## config.mk

```make
export PLATFORM = sky130hd
export DESIGN_NAME = sopc_rst_ctrl_flat
export DESIGN_NICKNAME = d
export VERILOG_FILES = /design/src/rtl/sopc_rst_ctrl_if.sv /design/src/rtl/sopc_rst_ctrl.sv /design/src/flat_wrapper.sv
export SDC_FILE = /design/constraint.sdc
export NUM_CORES = 1
export LEC_CHECK = 0
export BUFFER_PORTS_ARGS = -buffer_cell sky130_fd_sc_hd__buf_2
export CAP_MARGIN = 20
export CORE_ASPECT_RATIO = 0.75
export CORE_MARGIN = 3
export CORE_UTILIZATION = 60
export CTS_BUF_LIST = sky130_fd_sc_hd__clkbuf_16
export CTS_CLUSTER_SIZE = 30
export DETAILED_ROUTE_END_ITERATION = 10
export PLACE_DENSITY = 0.89
export SYNTH_ARGS = -nofsm -noshare
export SYNTH_HDL_FRONTEND = slang
export SYNTH_SLANG_ARGS = --single-unit
```

## constraint.sdc

```tcl
create_clock -name clk -period 3.3 [get_ports clk]
set_input_delay 0.495 -clock clk [delete_from_list [all_inputs] [get_ports clk]]
set_output_delay 0.495 -clock clk [all_outputs]
set_load 0.02 [all_outputs]
```

## src/rtl/sopc_rst_ctrl_if.sv

```systemverilog
// sopc_rst_ctrl_if: run-control bundle between the SoC bench (master) and sopc_rst_ctrl (slave); halt/restart requests in, core reset and run status out
interface sopc_rst_ctrl_if #(parameter int CNT_W = 16);
  logic halt_req_i;
  logic restart_i;
  logic cpu_rst_o;
  logic running_o;
  logic halted_o;
  logic timeout_o;
  logic [CNT_W-1:0] cycle_cnt_o;
  modport master (
    output halt_req_i, restart_i,
    input  cpu_rst_o, running_o, halted_o, timeout_o, cycle_cnt_o
  );
  modport slave (
    input  halt_req_i, restart_i,
    output cpu_rst_o, running_o, halted_o, timeout_o, cycle_cnt_o
  );
endinterface

```

## src/rtl/sopc_rst_ctrl.sv

```systemverilog
// sopc_rst_ctrl: reset stretcher and run sequencer for openmips_min_sopc (clk, sync active-high rst, bus: halt_req_i/restart_i in; cpu_rst_o/running_o/halted_o/timeout_o/cycle_cnt_o out)
module sopc_rst_ctrl #(
  parameter int HOLD_CYCLES = 4,
  parameter int RUN_BUDGET  = 50,
  parameter int CNT_W       = 16
) (
  input logic            clk,
  input logic            rst,
  sopc_rst_ctrl_if.slave bus
);
  typedef enum logic [1:0] {RESET, HOLD, RUN, HALT} state_t;
  localparam logic [7:0]       HOLD_LAST   = 8'(HOLD_CYCLES - 1);
  localparam logic [CNT_W-1:0] BUDGET_LAST = CNT_W'(RUN_BUDGET - 1);
  state_t           state_q, state_d;
  logic [7:0]       hold_q, hold_d;
  logic [CNT_W-1:0] cnt_q, cnt_d;
  logic             to_q, to_d;
  logic             cpu_rst_q, cpu_rst_d;
  logic             running_q, running_d;
  logic             halted_q, halted_d;
  logic             expire;
  assign expire = (RUN_BUDGET != 0) && (cnt_q == BUDGET_LAST);
  always_comb begin
    state_d = state_q;
    hold_d  = hold_q;
    cnt_d   = cnt_q;
    to_d    = to_q;
    case (state_q)
      RESET: begin
        state_d = HOLD;
        hold_d  = '0;
      end
      HOLD: begin
        hold_d  = hold_q + 8'd1;
        state_d = (hold_q == HOLD_LAST) ? RUN : HOLD;
      end
      RUN: begin
        cnt_d   = &cnt_q ? cnt_q : cnt_q + 1'b1;
        state_d = (bus.halt_req_i || expire) ? HALT : RUN;
        // an explicit halt request masks a coincident budget expiry
        to_d    = !bus.halt_req_i && expire;
      end
      HALT: begin
        if (bus.restart_i) begin
          state_d = HOLD;
          hold_d  = '0;
          cnt_d   = '0;
          to_d    = 1'b0;
        end
      end
      default: state_d = RESET;
    endcase
    // status flops are loaded from the next state so outputs stay purely registered
    cpu_rst_d = state_d != RUN;
    running_d = state_d == RUN;
    halted_d  = state_d == HALT;
  end
  always_ff @(posedge clk) begin
    if (rst) begin
      state_q   <= RESET;
      hold_q    <= '0;
      cnt_q     <= '0;
      to_q      <= 1'b0;
      cpu_rst_q <= 1'b1;
      running_q <= 1'b0;
      halted_q  <= 1'b0;
    end else begin
      state_q   <= state_d;
      hold_q    <= hold_d;
      cnt_q     <= cnt_d;
      to_q      <= to_d;
      cpu_rst_q <= cpu_rst_d;
      running_q <= running_d;
      halted_q  <= halted_d;
    end
  end
  assign bus.cpu_rst_o   = cpu_rst_q;
  assign bus.running_o   = running_q;
  assign bus.halted_o    = halted_q;
  assign bus.timeout_o   = to_q;
  assign bus.cycle_cnt_o = cnt_q;
endmodule
```

## src/flat_wrapper.sv

```systemverilog
// flat-port wrapper written by rule: the top's interface ports become plain ports
module sopc_rst_ctrl_flat 
#(
  parameter int HOLD_CYCLES = 4,
  parameter int RUN_BUDGET  = 50,
  parameter int CNT_W       = 16
)
  (clk, rst, bus_halt_req_i, bus_restart_i, bus_cpu_rst_o, bus_running_o, bus_halted_o, bus_timeout_o, bus_cycle_cnt_o);
  sopc_rst_ctrl_if #(.CNT_W(CNT_W)) bus_i ();
  input logic clk;
  input logic rst;
  input wire logic [$bits(bus_i.halt_req_i)-1:0] bus_halt_req_i;
  input wire logic [$bits(bus_i.restart_i)-1:0] bus_restart_i;
  output wire logic [$bits(bus_i.cpu_rst_o)-1:0] bus_cpu_rst_o;
  output wire logic [$bits(bus_i.running_o)-1:0] bus_running_o;
  output wire logic [$bits(bus_i.halted_o)-1:0] bus_halted_o;
  output wire logic [$bits(bus_i.timeout_o)-1:0] bus_timeout_o;
  output wire logic [$bits(bus_i.cycle_cnt_o)-1:0] bus_cycle_cnt_o;
  assign bus_i.halt_req_i = bus_halt_req_i;
  assign bus_i.restart_i = bus_restart_i;
  assign bus_cpu_rst_o = bus_i.cpu_rst_o;
  assign bus_running_o = bus_i.running_o;
  assign bus_halted_o = bus_i.halted_o;
  assign bus_timeout_o = bus_i.timeout_o;
  assign bus_cycle_cnt_o = bus_i.cycle_cnt_o;
  sopc_rst_ctrl #(.HOLD_CYCLES(HOLD_CYCLES), .RUN_BUDGET(RUN_BUDGET), .CNT_W(CNT_W)) u_core (.clk(clk), .rst(rst), .bus(bus_i));
endmodule
```

# Word-level counts from Yosys, hierarchy flattened
# Cells that the tools add are included.
# totals
regBits	30
in_bits	4
# classes
addsub	2
n_eq_ne	10
mux	11
reduce_logical	10
# ops
op	n
2-to-1 mux 16 bit	2
one-hot mux 16 bit (2 select lines)	1
one-hot mux 8 bit (3 select lines)	1
adder 16 x 1 -> 16 bit, second input constant	1
== test 16 x 6 -> 1 bit, second input constant	1
AND reduction 16 bit	1
adder 8 x 1 -> 8 bit, second input constant	1
== test 2 bit, second input constant	4
== test 8 x 2 -> 1 bit, second input constant	1
2-to-1 mux 8 bit	1
one-hot mux 2 bit (4 select lines)	1
inequality test 2 bit, second input constant	3
2-to-1 mux 2 bit	2
AND reduction 2 bit	2
AND reduction 3 bit	1
nonzero test 3 bit	1
== test 2 x 1 -> 1 bit, second input constant	1
logical NOT 2 bit	1
2-to-1 mux 1 bit	2
one-hot mux 1 bit (2 select lines)	1
nonzero test 2 bit	1
logical AND 1 bit	1
logical NOT 1 bit	1
logical OR 1 bit	1

# Longest topological paths before layout
# logic_depth
depth_word	5
mapped_depth	6
mapped_depth_nobuf	6

# Least setup slack after synthesis
# OpenSTA, ideal clock, no wires.
# synth_timing
kind	register to register
start	reg u_core.cnt_q[0] (netlist: u_core.bus.cycle_cnt_o[0])
end	reg u_core.cnt_q[5] (netlist: u_core.bus.cycle_cnt_o[5])
setup_time_ps	74
arrival_time_ps	1732
required_time_ps	3226
slack_ps	1494
path_stages_with_launch	7
path_buffers	1
synth_period_minus_slack_ps	1806
cell_sequence	dfxtp_1 > ha_1 > and4_2 > and4_1 > buf_2 > or4_1 > o21ai_0
# synth_via
elab_chain_cells	3
elab_cells_between_ends	6
# synth_rtl
item	line	rtl
from (decl)	sopc_rst_ctrl.sv:16	logic [CNT_W-1:0] cnt_q, cnt_d;
from (signal assigned)	sopc_rst_ctrl.sv:70	cnt_q <= cnt_d;
adder 16 x 1 -> 16 bit / AND reduction 16 bit (equally long branches)	sopc_rst_ctrl.sv:38	cnt_d = &cnt_q ? cnt_q : cnt_q + 1'b1;
2-to-1 mux 16 bit / inequality test 2 bit (equally long branches)	--	
one-hot mux 16 bit (2 select lines) / AND reduction 3 bit (equally long branches)	--	
# Parallel ways exist; a longest one is shown, timed or not. The select of a mux whose other input is x is not followed.
# A chain may end at the register's enable or synchronous reset.

# Worst setup path after layout
# layout_timing
start	reg u_core.state_q[1]
end	reg u_core.cnt_q[14] (netlist: u_core.bus.cycle_cnt_o[14])
# layout_via
elab_chain_cells	3
elab_cells_between_ends	7
# layout_rtl
item	line	rtl
from (decl)	sopc_rst_ctrl.sv:14	state_t state_q, state_d;
from (signal assigned)	sopc_rst_ctrl.sv:68	state_q <= state_d;
== test 2 bit	sopc_rst_ctrl.sv:28	case (state_q)
inequality test 2 bit (no line) / nonzero test 2 bit (equally long branches)	--	
AND reduction 3 bit (no line)	--	
# Parallel ways exist; a longest one is shown, timed or not.

==> flow_summary.json <==
{
  "start_util_pct": 65.2,
  "io_pins": 24,
  "place_congestion": 0.908,
  "cts_resized": 0,
  "port_buffers": 23,
  "hpwl_um": 2770,
  "synth_top_family_by_area": "simple AND/OR/NAND/NOR gates",
  "synth_compound_area_share_pct": 19.2,
  "rr_startpoint": "u_core.state_q[1]",
  "grt_max_degree": 19,
  "grt_pass1_wl_um": 6830,
  "crit_start": "u_core.state_q[1]",
  "drt_iter0_markers": 153,
  "die_area_mm2": 0.00324,
  "setup_viol": 0,
  "core_mm2": 0.00238,
  "antenna_found_initial": 0,
  "synthSimpleGateAreaFrac_pct": 34.8,
  "relSlewSlack_pct": 58.2,
  "r2r_slack_ns": 1.29,
  "async_reset_ff_share_pct": 0,
  "p_sw_w": 0.000174,
  "p_comb_share_pct": 3.2,
  "layout_commonest_cell": "dfxtp_1",
  "hp-start": "u_core.hold_q[7]",
  "wl_per_cell_um": 16.9,
  "cp_slowest_cell": "dfxtp_1",
  "wl_um": 4080,
  "cp-start-kind": "flop",
  "hold_viol_final": 0,
  "cts_tree": "built",
  "ant_nets": 0,
  "avgSynthCellArea_um2": 8.31,
  "hold_class": "flop to flop",
  "cts.path.max_buffers": 2,
  "chipWidth_um": 64.8,
  "seq_area_frac_synth_pct": 38.6,
  "synthToLayoutAreaGrowth_pct": 15.2,
  "cts.sinks": 30,
  "cts-root-buf": "clkbuf_16",
  "worst_pin_slew_ns": 0.624,
  "final_cell_mix": "dfxtp_1 (30), buf_2 (23), nor2_1 (19)",
  "powerDensity_mw_per_mm2": 457,
  "yosys_warnings": 0,
  "htree_num_levels": 2,
  "ir_drop_mv": 0.337,
  "ys_types": 41,
  "cp_num_buf_inv": 0,
  "setup_tns_ns": 0,
  "synth-edff-count": 0,
  "die_h_um": 50.1,
  "cp.arrival_ns": 2.22,
  "crit_fanout": 12,
  "yosys.area_share.adder_pct": 2.42,
  "end_kind": "flop",
  "ctsHoldBuffers": 0,
  "synthesis.area_mm2": 0.00155,
  "total_leakage_power_nw": 0.674,
  "cp_cell_sequence": "nor2b_1 -> o211ai_1 -> or4_1 -> a21oi_1",
  "fillCellCount": 191,
  "vias": 1620,
  "synth_mux_area_share_pct": 0.644,
  "cts.clk_slew.worst_paths_ns": 0.05,
  "netlist_instances": 187,
  "rsz0062_at_grt": "no",
  "numCtsBuffers": 5,
  "grt_overflow": 0,
  "track_usage_pct": 28.1,
  "drv_slew": 0,
  "crit_required_ns": 3.51,
  "p_int_w": 0.000645,
  "skew_ns": 0.00263,
  "period_share_pct": 60.8,
  "post_cts_buffers": 0,
  "first_pass_iters": 4,
  "vias_per_cell": 6.72,
  "critPathTopFamily": "simple AND/OR/NAND/NOR gates",
  "regArea_um2": 601,
  "clock_latency_ns": 0.28,
  "path_class": "flop to flop",
  "diodes": 0,
  "grt_pass1_vias": 1435,
  "drc_errors": 0,
  "synth_fp_nets": 194,
  "multi_input_area_um2": 887,
  "nets": 213,
  "max_freq_mhz": 499,
  "pwr-share-clk_pct": 51.8,
  "synth_seq_cells": 30,
  "yosys_most_used_dff": "dfxtp_1",
  "power.share.switching_pct": 21.2,
  "max_stage_delay_ns": 0.54,
  "whs_ns": 0.498,
  "period_needed_ns": 2.01,
  "drv_cap": 0,
  "status": "finished, final reports clean",
  "rows": 15,
  "synth_xor_area_share_pct": 0,
  "power_frac_seq_pct": 45.0,
  "drive_gt1_share_pct": 17.9
}
[logic make-up after synthesis]
kind of cell	count (synthesis)
fa+ha+maj	3
simple gates	92
buf+inv	13
compound gates	48
flops	30
mux	1
[synth_stat cells (3+ instances only)]
master,number,share of area [%]
nand4_1,3,1.2
ha_1,3,2.4
clkbuf_1,6,1.4
and4_1,5,2.8
o21ai_0,8,2.6
nor2_1,19,4.6
o211ai_1,3,1.4
a21oi_1,17,5.5
dfxtp_1,30,39
and3_1,4,1.6
nand2b_1,4,1.6
o31ai_1,8,3.9
nand3_1,9,2.9
a31oi_1,4,1.6
nand2_1,12,2.9
nor4_1,5,2.0
nor2b_1,3,1.2
or4_1,8,3.9
nor3_1,5,1.6
[worst register-to-register path, stage by stage (launching register included)]
cell	delay [ns]
dfxtp_1	0.54
nor2b_1	0.46
o211ai_1	0.28
or4_1	0.51
a21oi_1	0.14
[flip-flops by register name, indices dropped and copies added (netlist names)]
signal,flops
u_core.bus.cycle_cnt_o,16
u_core.bus.cpu_rst_o,1
u_core.hold_q,8
u_core.state_q,2
u_core.bus.halted_o,1
u_core.bus.timeout_o,1
u_core.bus.running_o,1
[stage by stage]
stage,instances,power [W],utilization [%],area [µm²],setup slack [ns]
2_1_floorplan,187,0.000394,-,1550,1.49
3_3_place_gp,233,0.000398,69.3,1650,1.42
3_5_place_dp,233,0.000400,69.3,1650,1.34
4_1_cts,241,0.000820,75.1,1790,1.32
5_1_grt,241,0.000840,75.1,1790,1.18
6_report,241,0.000819,75.1,1790,1.29
[power by group through the flow]
stage	sequential, W	combinational, W	clock [W]
floorplan	0.000374	0.0000199	0
global placement	0.000375	0.0000231	0
detailed placement	0.000375	0.0000247	0
CTS	0.000369	0.0000254	0.000426
global route	0.000369	0.0000284	0.000443
finish	0.000369	0.0000258	0.000424
[layout make-up]
| type | instances | area share [%] |
|---|---|---|
| sequential | 30 | 33.5 |
| timing repair buffer | 23 | 6.43 |
| multi-input combinational | 144 | 49.5 |
| clock buffer | 5 | 6.99 |
| clock inverter | 3 | 0.699 |
| inverter | 2 | 0.419 |
| tap | 34 | 2.38 |
[routing by layer]
metal	routed length, µm	global-route usage (%)
met3	466	10.3
met5	0	0
met2	1850	42.6
met4	77	12.6
met1	1680	35.5
[worst paths after layout]
path | end | depth (start not counted)
max | u_core.bus.cycle_cnt_o[14] | 4
max reg2reg | u_core.bus.cycle_cnt_o[14] | 4
min | u_core.hold_q[7] | 2
min reg2reg | u_core.hold_q[7] | 2
(Power assumes the default switching activity.)
